<file path="src/rtl/ssd_scan_decoder.sv">
// Monitors a multiplexed active-low seven-segment bus. Each digit slot is debounced,
// decoded back to hex, and tracked toward frame completion.
module ssd_scan_decoder #(
  parameter int unsigned NDIG   = 8,
  parameter int unsigned STABLE = 4
) (
  input  logic              Clk,
  input  logic              reset,
  input  logic [6:0]        seg_n,
  input  logic [NDIG-1:0]   dig_sel,
  output logic [4*NDIG-1:0] value,
  output logic [NDIG-1:0]   valid,
  output logic [NDIG-1:0]   bad,
  output logic              frame_done,
  output logic [7:0]        frame_count
);

  localparam int unsigned RUN_W    = $clog2(STABLE + 1);
  localparam int unsigned SAMPLE_W = NDIG + 7;
  localparam logic [6:0]  BLANK    = 7'h7F;

  logic [SAMPLE_W-1:0] prev_q, prev_d;
  logic [RUN_W-1:0]    run_q, run_d;
  logic [NDIG-1:0]     seen_q, seen_d;
  logic [4*NDIG-1:0]   value_q, value_d;
  logic [NDIG-1:0]     valid_q, valid_d;
  logic [NDIG-1:0]     bad_q, bad_d;
  logic                frame_done_q, frame_done_d;
  logic [7:0]          frame_count_q, frame_count_d;

  logic [SAMPLE_W-1:0] sample_c;
  logic                onehot_c;
  logic                commit_c;
  logic [4:0]          dec_c;
  logic [NDIG-1:0]     seen_nx_c;

  // Returns {hit, nibble} for a legal glyph; hit=0 otherwise.
  function automatic logic [4:0] decode(input logic [6:0] s);
    logic [4:0] r;
    case (s)
      7'h40: r = {1'b1, 4'h0};
      7'h79: r = {1'b1, 4'h1};
      7'h24: r = {1'b1, 4'h2};
      7'h30: r = {1'b1, 4'h3};
      7'h19: r = {1'b1, 4'h4};
      7'h12: r = {1'b1, 4'h5};
      7'h02: r = {1'b1, 4'h6};
      7'h78: r = {1'b1, 4'h7};
      7'h00: r = {1'b1, 4'h8};
      7'h18: r = {1'b1, 4'h9};
      7'h08: r = {1'b1, 4'hA};
      7'h03: r = {1'b1, 4'hB};
      7'h46: r = {1'b1, 4'hC};
      7'h21: r = {1'b1, 4'hD};
      7'h06: r = {1'b1, 4'hE};
      7'h0E: r = {1'b1, 4'hF};
      default: r = 5'h00;
    endcase
    return r;
  endfunction

  always_comb begin
    sample_c      = {dig_sel, seg_n};
    onehot_c      = (dig_sel != '0) && ((dig_sel & (dig_sel - NDIG'(1))) == '0);
    dec_c         = decode(seg_n);
    prev_d        = sample_c;
    run_d         = '0;
    value_d       = value_q;
    valid_d       = valid_q;
    bad_d         = bad_q;
    seen_d        = seen_q;
    frame_done_d  = 1'b0;
    frame_count_d = frame_count_q;
    seen_nx_c     = seen_q | dig_sel;

    // Debounce: count identical one-hot samples, saturating at STABLE.
    if (onehot_c) begin
      if (sample_c == prev_q) begin
        run_d = (run_q == RUN_W'(STABLE)) ? run_q : run_q + RUN_W'(1);
      end else begin
        run_d = RUN_W'(1);
      end
    end
    commit_c = (run_d == RUN_W'(STABLE)) && (run_q != RUN_W'(STABLE));

    if (commit_c) begin
      for (int unsigned i = 0; i < NDIG; i++) begin
        if (dig_sel[i]) begin
          if (dec_c[4]) begin
            value_d[4*i +: 4] = dec_c[3:0];
            valid_d[i]        = 1'b1;
            bad_d[i]          = 1'b0;
          end else if (seg_n == BLANK) begin
            value_d[4*i +: 4] = 4'h0;
            valid_d[i]        = 1'b0;
            bad_d[i]          = 1'b0;
          end else begin
            valid_d[i]        = 1'b0;
            bad_d[i]          = 1'b1;
          end
        end
      end
      // A frame completes on the commit that fills the last unseen slot.
      if (&seen_nx_c) begin
        seen_d        = '0;
        frame_done_d  = 1'b1;
        frame_count_d = frame_count_q + 8'(1);
      end else begin
        seen_d        = seen_nx_c;
      end
    end
  end

  always_ff @(posedge Clk) begin
    if (reset) begin
      prev_q        <= '0;
      run_q         <= '0;
      seen_q        <= '0;
      value_q       <= '0;
      valid_q       <= '0;
      bad_q         <= '0;
      frame_done_q  <= 1'b0;
      frame_count_q <= '0;
    end else begin
      prev_q        <= prev_d;
      run_q         <= run_d;
      seen_q        <= seen_d;
      value_q       <= value_d;
      valid_q       <= valid_d;
      bad_q         <= bad_d;
      frame_done_q  <= frame_done_d;
      frame_count_q <= frame_count_d;
    end
  end

  assign value       = value_q;
  assign valid       = valid_q;
  assign bad         = bad_q;
  assign frame_done  = frame_done_q;
  assign frame_count = frame_count_q;

endmodule

</file>
<file path="config.mk">
export PLATFORM = sky130hd
export DESIGN_NAME = ssd_scan_decoder
export DESIGN_NICKNAME = d
export VERILOG_FILES = /design/src/rtl/ssd_scan_decoder.sv
export SDC_FILE = /design/constraint.sdc
export NUM_CORES = 1
export LEC_CHECK = 0
export BUFFER_PORTS_ARGS = -buffer_cell sky130_fd_sc_hd__buf_2
export CAP_MARGIN = 10
export CORE_MARGIN = 2
export CORE_UTILIZATION = 50
export CTS_BUF_LIST = sky130_fd_sc_hd__clkbuf_16
export DETAILED_ROUTE_END_ITERATION = 10
export PLACE_DENSITY = 0.82
export SYNTH_ARGS = -nofsm -noshare
export SYNTH_HDL_FRONTEND = slang
export SYNTH_SLANG_ARGS = --single-unit
</file>
<file path="constraint.sdc">
create_clock -name Clk -period 2.3 [get_ports Clk]
set_input_delay 0.115 -clock Clk [delete_from_list [all_inputs] [get_ports Clk]]
set_output_delay 0.115 -clock Clk [all_outputs]
set_load 0.005 [all_outputs]
</file>
==> metrics, run 1 <==
Mapped Cells=approximately 420; Slew @ Worst Pin=slightly above 0.6 ns; initial core utilization=0.524; clk_lat worst skew=between 0.3 and 0.4 ns; fin crit share=0.986; row count=31; initial antenna violation count=0; Simple-Gate Fraction of Synth Area=0.234; die width=roughly 92 µm; CTS Sinks=just over 80; unrepaired setup endpoints after global routing=yes; syn nets=around 440; Pwr Density=between 600 and 700 mW/mm²; IO Pins=74; WP data arrival=2.54 ns; post-synthesis adder-cell area fraction=0.00977; Nets=~540; post-route ant nets=0; Global Route Usage Sum=0.256; DR iter-0 viols=roughly 280; WL/cell=between 15 and 20 µm; xor-xnor portion of the synthesized cell area=0.0410; H-Tree Depth=3; setup TNS=0 ns; grt total ovfl=0; post-DR vias/cell=5.88; YS warnings=0; maxcap violations=0; crit path capture type=flip-flop; Fin. Hold Viols=0; count of state elements after synthesis=83; # DRC=0; Slew HR=0.598; Synth Area in Compound Gates=0.208; post-synth cell types=58; clk slew on worst S/H paths=~0.070 ns; drt first pass iters=5; CTS buffer count=9; Ant. Diodes=0; layout cell share with drive strength beyond 1=0.314; Port Buffer Count=73; Die ar.=between 0.008 and 0.009 mm²; Max Buffers Root-to-Sink=2; Largest stage delay, worst path=~0.5 ns; Via Count=between 3000 and 4000; Post-CTS Hold Buffers=0; largest family of logic cells by synthesized area=simple AND/OR/NAND/NOR gates; Die Ht=91.7 µm; # fillers=roughly 570; Max Freq=~440 MHz; Peak VDD IR=a little under 0.0004 V; mapped cell area=roughly 0.0038 mm²; Inst Count DP=about 610; final slew viol count=0; Startpoint Class=flip-flop; synthesis-to-layout area growth=28.4%; critical path class=flip-flop to flip-flop; Clock Skews=0.00969 ns; Detailed Place HPWL=approximately 7.6 mm; GPL Wtd Cong=between 0.8 and 0.9; crit-path max FO=5; CTS tree=done; vias in the first global route=between 3000 and 4000; root cell of the clock tree=clkbuf_16; number of enable flip-flop cells after synthesis=0; Mean Syn Cell Area=9.11 µm²; Static Leakage=2.05 nW; final setup violating endpoints=0; Total Wirelength=approximately 11 mm; Crit-path slowest cell=or4_1; Main synth FF type=dfxtp_1; Placed Area=0.00452 mm²; first-pass GRT wire length=~17 mm; crit-path cells=xor2_1 -> nor4_1 -> buf_4 -> and4_1 -> o2111ai_4 -> buf_12 -> or4_1 -> a21oi_1; sequential area share after synthesis=0.432; post-synthesis mux area share=0.0208; Final Critical Period=2.27 ns; pin count of the biggest net entering global routing=23; Placeable Area=around 0.0073 mm²; worst hold-check path type=input pin to flip-flop; fin cells=around 630; Async SR Flop Fraction=0; status=finished clean; Critical Path RT=approximately 2.6 ns; Design Area, Final=between 0.004 and 0.005 mm²
-- path summary, 6_finish.rpt --
| path | startpoint | end | slack [ns] | depth (start not counted) |
|---|---|---|---|---|
| setup / recovery | prev_q[0]$_SDFF_PP0_ | frame_count[4]$_SDFFE_PP0P_ | 0.03 | 8 |
| hold / removal | seg_n[2] | prev_q[2]$_SDFF_PP0_ | 0.08 | 2 |
| setup reg to reg | prev_q[0]$_SDFF_PP0_ | frame_count[4]$_SDFFE_PP0P_ | 0.03 | 8 |
| hold reg to reg | value[8]$_SDFFE_PP0P_ | value[8]$_SDFFE_PP0P_ | 0.45 | 2 |
-- Yosys cell counts, types with 2 or more instances --
cell type | count | share of area
clkbuf_1 | 19 | 0.019
and3_1 | 3 | 0.0049
nor3_1 | 13 | 0.017
or3_1 | 2 | 0.0033
o221a_2 | 8 | 0.023
nor4b_1 | 3 | 0.0068
nor4_1 | 5 | 0.0081
o22ai_1 | 11 | 0.018
nor2b_1 | 17 | 0.028
o2bb2ai_1 | 8 | 0.018
buf_1 | 2 | 0.0020
ha_1 | 3 | 0.0098
or4_1 | 6 | 0.012
nor3b_1 | 3 | 0.0059
o21ai_0 | 14 | 0.018
nand4b_1 | 5 | 0.011
a22o_1 | 12 | 0.027
a31oi_1 | 4 | 0.0065
o31ai_2 | 2 | 0.0065
nand2b_1 | 3 | 0.0049
xor2_1 | 13 | 0.030
inv_1 | 15 | 0.015
buf_2 | 7 | 0.0091
buf_6 | 3 | 0.0088
o31ai_1 | 5 | 0.0098
dfxtp_1 | 83 | 0.43
and4_1 | 2 | 0.0046
nand3_1 | 17 | 0.022
and2_1 | 2 | 0.0033
a21oi_1 | 31 | 0.040
a211oi_1 | 2 | 0.0039
nand2_1 | 19 | 0.019
o21a_1 | 5 | 0.0098
xnor2_1 | 5 | 0.011
mux2i_1 | 8 | 0.021
nand4_1 | 6 | 0.0098
nor4_4 | 4 | 0.022
nor2_1 | 32 | 0.031
-- per-stage QoR --
| step | util | worst slack (ns) | hold slack, ns | power (mW) |
|---|---|---|---|---|
| 6_report | 0.673 | 0.0318 | 0.0839 | 3.04 |
| 5_1_grt | 0.673 | -0.0337 | 0.103 | 3.12 |
| 4_1_cts | 0.666 | 0.00626 | 0.0847 | 3.05 |
| 3_5_place_dp | 0.617 | -0.167 | 0.431 | 1.73 |
| 3_3_place_gp | 0.617 | -0.0103 | 0.408 | 1.72 |
| 2_1_floorplan | - | 0.167 | 0.243 | 1.65 |
-- routing by layer --
| layer | wire (µm) | up-vias | track usage |
|---|---|---|---|
| met3 | 765 | 25 | 0.0575 |
| li1 | - | 1748 | - |
| met1 | 4520 | 1757 | 0.314 |
| met5 | 0 | - | 0 |
| met4 | 280 | 0 | 0.102 |
| met2 | 5240 | 155 | 0.434 |
-- power breakdown --
part	internal, mW	total (mW)	switching (mW)
combinational	0.0892	0.244	0.155
clock	0.735	1.34	0.606
sequential	1.45	1.46	0.00606
-- layout by cell type (no fill, tap or decap), types with 5 or more instances in the layout --
cell type   n
a22o_1     12
inv_1      15
buf_4      45
nand3_1    17
nor4_1      5
or4_1       6
o21a_1      5
dfxtp_1    81
nand2_1    19
xor2_1     13
o22ai_1    11
nor2b_1    17
a21oi_1    31
o221a_2     8
nand4b_1    5
buf_2      73
nor3_1     13
mux2i_1     7
nor2_1     31
xnor2_1     5
o2bb2ai_1   8
clkbuf_16   9
o21ai_0    14
nand4_1     6
-- critical path, delay by kind of cell, from the launching register on --
| family | cells | cell delay [ns] |
|---|---|---|
| AND/OR/NAND/NOR | 3 | 1.06 |
| buffers and inverters | 2 | 0.35 |
| AO/OA/AOI/OAI | 2 | 0.32 |
| flip-flops | 1 | 0.31 |
| XOR/XNOR | 1 | 0.16 |
-- cell families (layout without fill, tap and decap cells) --
family	count (synthesis)	after routing
buffers and inverters	47	153
muxes	8	8
AOI/OAI and AO/OA	113	113
DFF	83	83
adders and majority gates	3	3
xor gates and xnor gates	18	18
and+or+nand+nor	150	150
-- final cells by class --
class                      instances  area, µm²  share of cell area
sequential                        83       1660               0.337
clock buffer                       9        225              0.0457
multi-input combinational        292       2030               0.412
inverter                          16       60.1              0.0122
tap                               99        124              0.0251
clock inverter                     7       50.0              0.0101
timing repair buffer             121        776               0.157
-- sequential cells by signal, summed over array words and instances, names as in the netlist --
name         flops
value           32
prev_q          15
bad              8
frame_count      8
seen_q           8
valid            8
run_q            3
frame_done       1
-- what timing repair did --
item / in CTS / in global routing
resized for setup: 5 / 8
cloned: 1 / 0
endpoints found under the setup margin: 27 / 26
buffers inserted: 2 / 2
pin swaps: 2 / 6
Power figures use the tool's default switching activity.
==> run 2: changes to the inputs <==
--- a/config.mk
+++ b/config.mk
@@ -5,6 +5,7 @@
 export SDC_FILE = /design/constraint.sdc
 export NUM_CORES = 1
 export LEC_CHECK = 0
+export ABC_AREA = 1
 export BUFFER_PORTS_ARGS = -buffer_cell sky130_fd_sc_hd__buf_2
 export CAP_MARGIN = 10
 export CORE_MARGIN = 2
==> metrics, run 2 <==
critical path class=flip-flop to flip-flop; grt total ovfl=0 (unchanged); initial antenna violation count=0 (unchanged); clock share of power=0.514 (+0.073); Post-CTS Hold Buffers=0 (unchanged); maxcap violations=0 (unchanged); crit-path cells=inv_1 -> ha_1 -> nand2_1 -> xor2_1 -> inv_1 -> nand3_2 -> nor2_4 -> buf_12 -> nand3_1 -> o21ai_0 -> nor2_1; Max Freq=480 MHz (+8.9%); clk_lat worst skew=0.34 ns (about the same); synth cell count leaders=nand2_1 (150), dfxtp_1 (83), nor2_1 (83), inv_1 (75), nand3_1 (51); leading cell types in the layout, fill and taps excluded=nand2_1 (150), dfxtp_1 (83), nor2_1 (80), inv_1 (76), buf_2 (73); CTS buffer count=9 (unchanged); Static Leakage=2.27 nW (+11%); worst hold-check path type=input pin to flip-flop; die width=91.4 µm (-0.33%); Global Route Usage Sum=0.235 (-0.0210); Worst path top cell family by delay=simple AND/OR/NAND/NOR gates; final slew viol count=0 (unchanged); Via Count=3808 (+3.3%); synth top area cells=dfxtp_1 (44%), nand2_1 (15%), nor2_1 (8.2%); GPL Wtd Cong=0.926 (+4.1%); Max Buffers Root-to-Sink=2 (unchanged); # DRC=0 (unchanged); drt first pass iters=5 (unchanged); Peak VDD IR=0.000528 V (+37%); unrepaired setup endpoints after global routing=no; sequential area share after synthesis=0.435 (+0.00298); Comb power frac=0.057 (-0.023); Final Critical Period=2.08 ns (-0.186 ns); syn nets=590 (+33%); Die Ht=91.4 µm (-0.33%); YS warnings=0 (unchanged); mapped cell area=0.00382 mm² (-0.68%); final setup violating endpoints=0 (unchanged); Design Area, Final=0.00466 mm² (-5.5%); Async SR Flop Fraction=0 (unchanged); H-Tree Depth=3 (unchanged); post-route ant nets=0 (unchanged); Crit-path slowest cell=dfxtp_1; Die ar.=0.00835 mm² (-0.65%); post-synth cell types=27 (-53%); Mapped Cells=570 (+35%); Ant. Diodes=0 (unchanged); setup TNS=0 ns (unchanged); initial core utilization=0.521 (-0.00358); Total Wirelength=9.72 mm (-10%); fin crit share=0.906 (-0.0807); Synth area leader=dfxtp_1; Detailed Place HPWL=6.66 mm (-12%); DR iter-0 viols=250 (-12%); clk slew on worst S/H paths=0.06 ns (about the same); CTS Sinks=83 (unchanged); Placed Area=0.00423 mm² (-6.4%); root cell of the clock tree=clkbuf_16; WP data arrival=2.31 ns (-0.23 ns); worst path bufs/invs=3 (+1); CTS tree=done; Placeable Area=0.00733 mm² (unchanged); Startpoint Class=flip-flop; Fin. Hold Viols=0 (unchanged); Power Internal=2.68 mW (+18%); Nets=660 (+22%); cell mode on critical path=inv_1; Largest stage delay, worst path=0.38 ns (-0.12 ns); Psw=0.725 mW (-5.5%); max reg flops=32 (unchanged); area share of the largest cell type after synthesis=0.435 (+0.00298); Clock Skews=0.0110 ns (+0.00136 ns); Slew HR=0.651 (+0.0539); status=finished clean; Port Buffer Count=73 (unchanged); Pwr Density=730 mW/mm² (+18%); count of state elements after synthesis=83 (unchanged); Sw Ratio=0.213 (-0.0390); first-pass GRT wire length=15.9 mm (-7.2%); sequential share of power=0.429 (-0.050); vias in the first global route=3551 (-1.2%); post-DR vias/cell=5.12 (-13%); most frequent cell after synthesis=nand2_1; pin count of the biggest net entering global routing=45 (+96%); crit path capture type=flip-flop; layout cell share with drive strength beyond 1=0.181 (-0.133); synthesis-to-layout area growth=22.1%; commonest non-fill, non-tap cell in the layout=nand2_1; number of enable flip-flop cells after synthesis=0 (unchanged); Main synth FF type=dfxtp_1; WL/cell=13.1 µm (-24%); Mean Syn Cell Area=6.70 µm² (-26%); Slew @ Worst Pin=0.519 ns (-0.0848 ns); WHS=0.0868 ns (+0.00291 ns); crit-path max FO=22 (+17); row count=31 (unchanged); IO Pins=74 (unchanged); Critical Path RT=2.53 ns (-0.04 ns)
-- run 2: cell count changes after synthesis, sizes merged, moves of 8 or more --
cell	delta
xor2	-12
a21oi	+16
nor4	-8
a22o	-12
nor2b	-17
inv	+65
clkbuf	-15
nand2	+131
nand3	+40
mux2i	-8
o2bb2ai	-8
nor2	+54
o221a	-8
o22ai	-11
-- run 2: power by group through the flow --
stage	logic [mW]	clock network [mW]	registers (mW)
6_report	0.195	1.75	1.46
5_1_grt	0.222	1.80	1.46
4_1_cts	0.191	1.75	1.46
3_5_place_dp	0.188	0	1.49
3_3_place_gp	0.183	0	1.49
2_1_floorplan	0.134	0	1.49
-- run 2: logic make-up after synthesis --
logic type / Yosys count / share of synthesized area
AO/OA/AOI/OAI: 65 / 0.0859
flip-flops: 83 / 0.435
XOR/XNOR: 3 / 0.00688
buffers and inverters: 102 / 0.111
AND/OR/NAND/NOR: 314 / 0.351
adder cells (fa/ha/maj): 3 / 0.00983
-- run 2: layer usage --
layer  GRT usage  share of wire  vias to the layer above
met2       0.408           0.48                      154
met4      0.0720          0.017                        0
met1       0.282           0.43                     1715
met5           0              0                        -
met3      0.0656          0.076                       18
li1            -              -                     1921
-- run 2: final timing paths --
check                                end                    from  cells after the start  slack (ns)
setup / recovery   value[7]$_SDFFE_PP0P_     run_q[0]$_SDFF_PP0_                     11        0.22
hold / removal      prev_q[1]$_SDFF_PP0_                seg_n[1]                      3        0.09
setup reg to reg   value[7]$_SDFFE_PP0P_     run_q[0]$_SDFF_PP0_                     11        0.22
hold reg to reg   seen_q[6]$_SDFFE_PP0N_  seen_q[6]$_SDFFE_PP0N_                      2        0.46
-- run 2: per-stage QoR --
step / worst slack, ns / power (mW) / utilization / instances
after global placement: 0.282 / 1.67 / 0.577 / 725
after CTS: 0.165 / 3.40 / 0.627 / 741
after global routing: 0.0158 / 3.48 / 0.636 / 744
final: 0.217 / 3.40 / 0.636 / 744
after detailed placement: 0.257 / 1.68 / 0.577 / 725
after floorplan: 0.590 / 1.62 / - / 570
-- run 2: repair_timing --
| action | in CTS | in global routing |
|---|---|---|
| resized for setup | 0 | 7 |
| setup buffers | 0 | 2 |
| setup endpoints to repair | 0 | 14 |
-- run 2: worst register-to-register path, delay by kind of cell (launching register included) --
kind	cells	cell delay (ns)
buf+inv	3	0.36
simple gates	5	0.75
fa+ha+maj	1	0.20
compound gates	1	0.22
flops	1	0.38
xor+xnor	1	0.08
-- run 2: final cells by class --
| class | instances | area (µm²) |
|---|---|---|
| Timing Repair Buffer | 81 | 455 |
| Tap cell | 99 | 124 |
| Fill cell | 621 | 2670 |
| Clock buffer | 9 | 225 |
| Multi-Input combinational cell | 385 | 1750 |
| Inverter | 80 | 300 |
| Clock inverter | 7 | 140 |
| Sequential cell | 83 | 1660 |
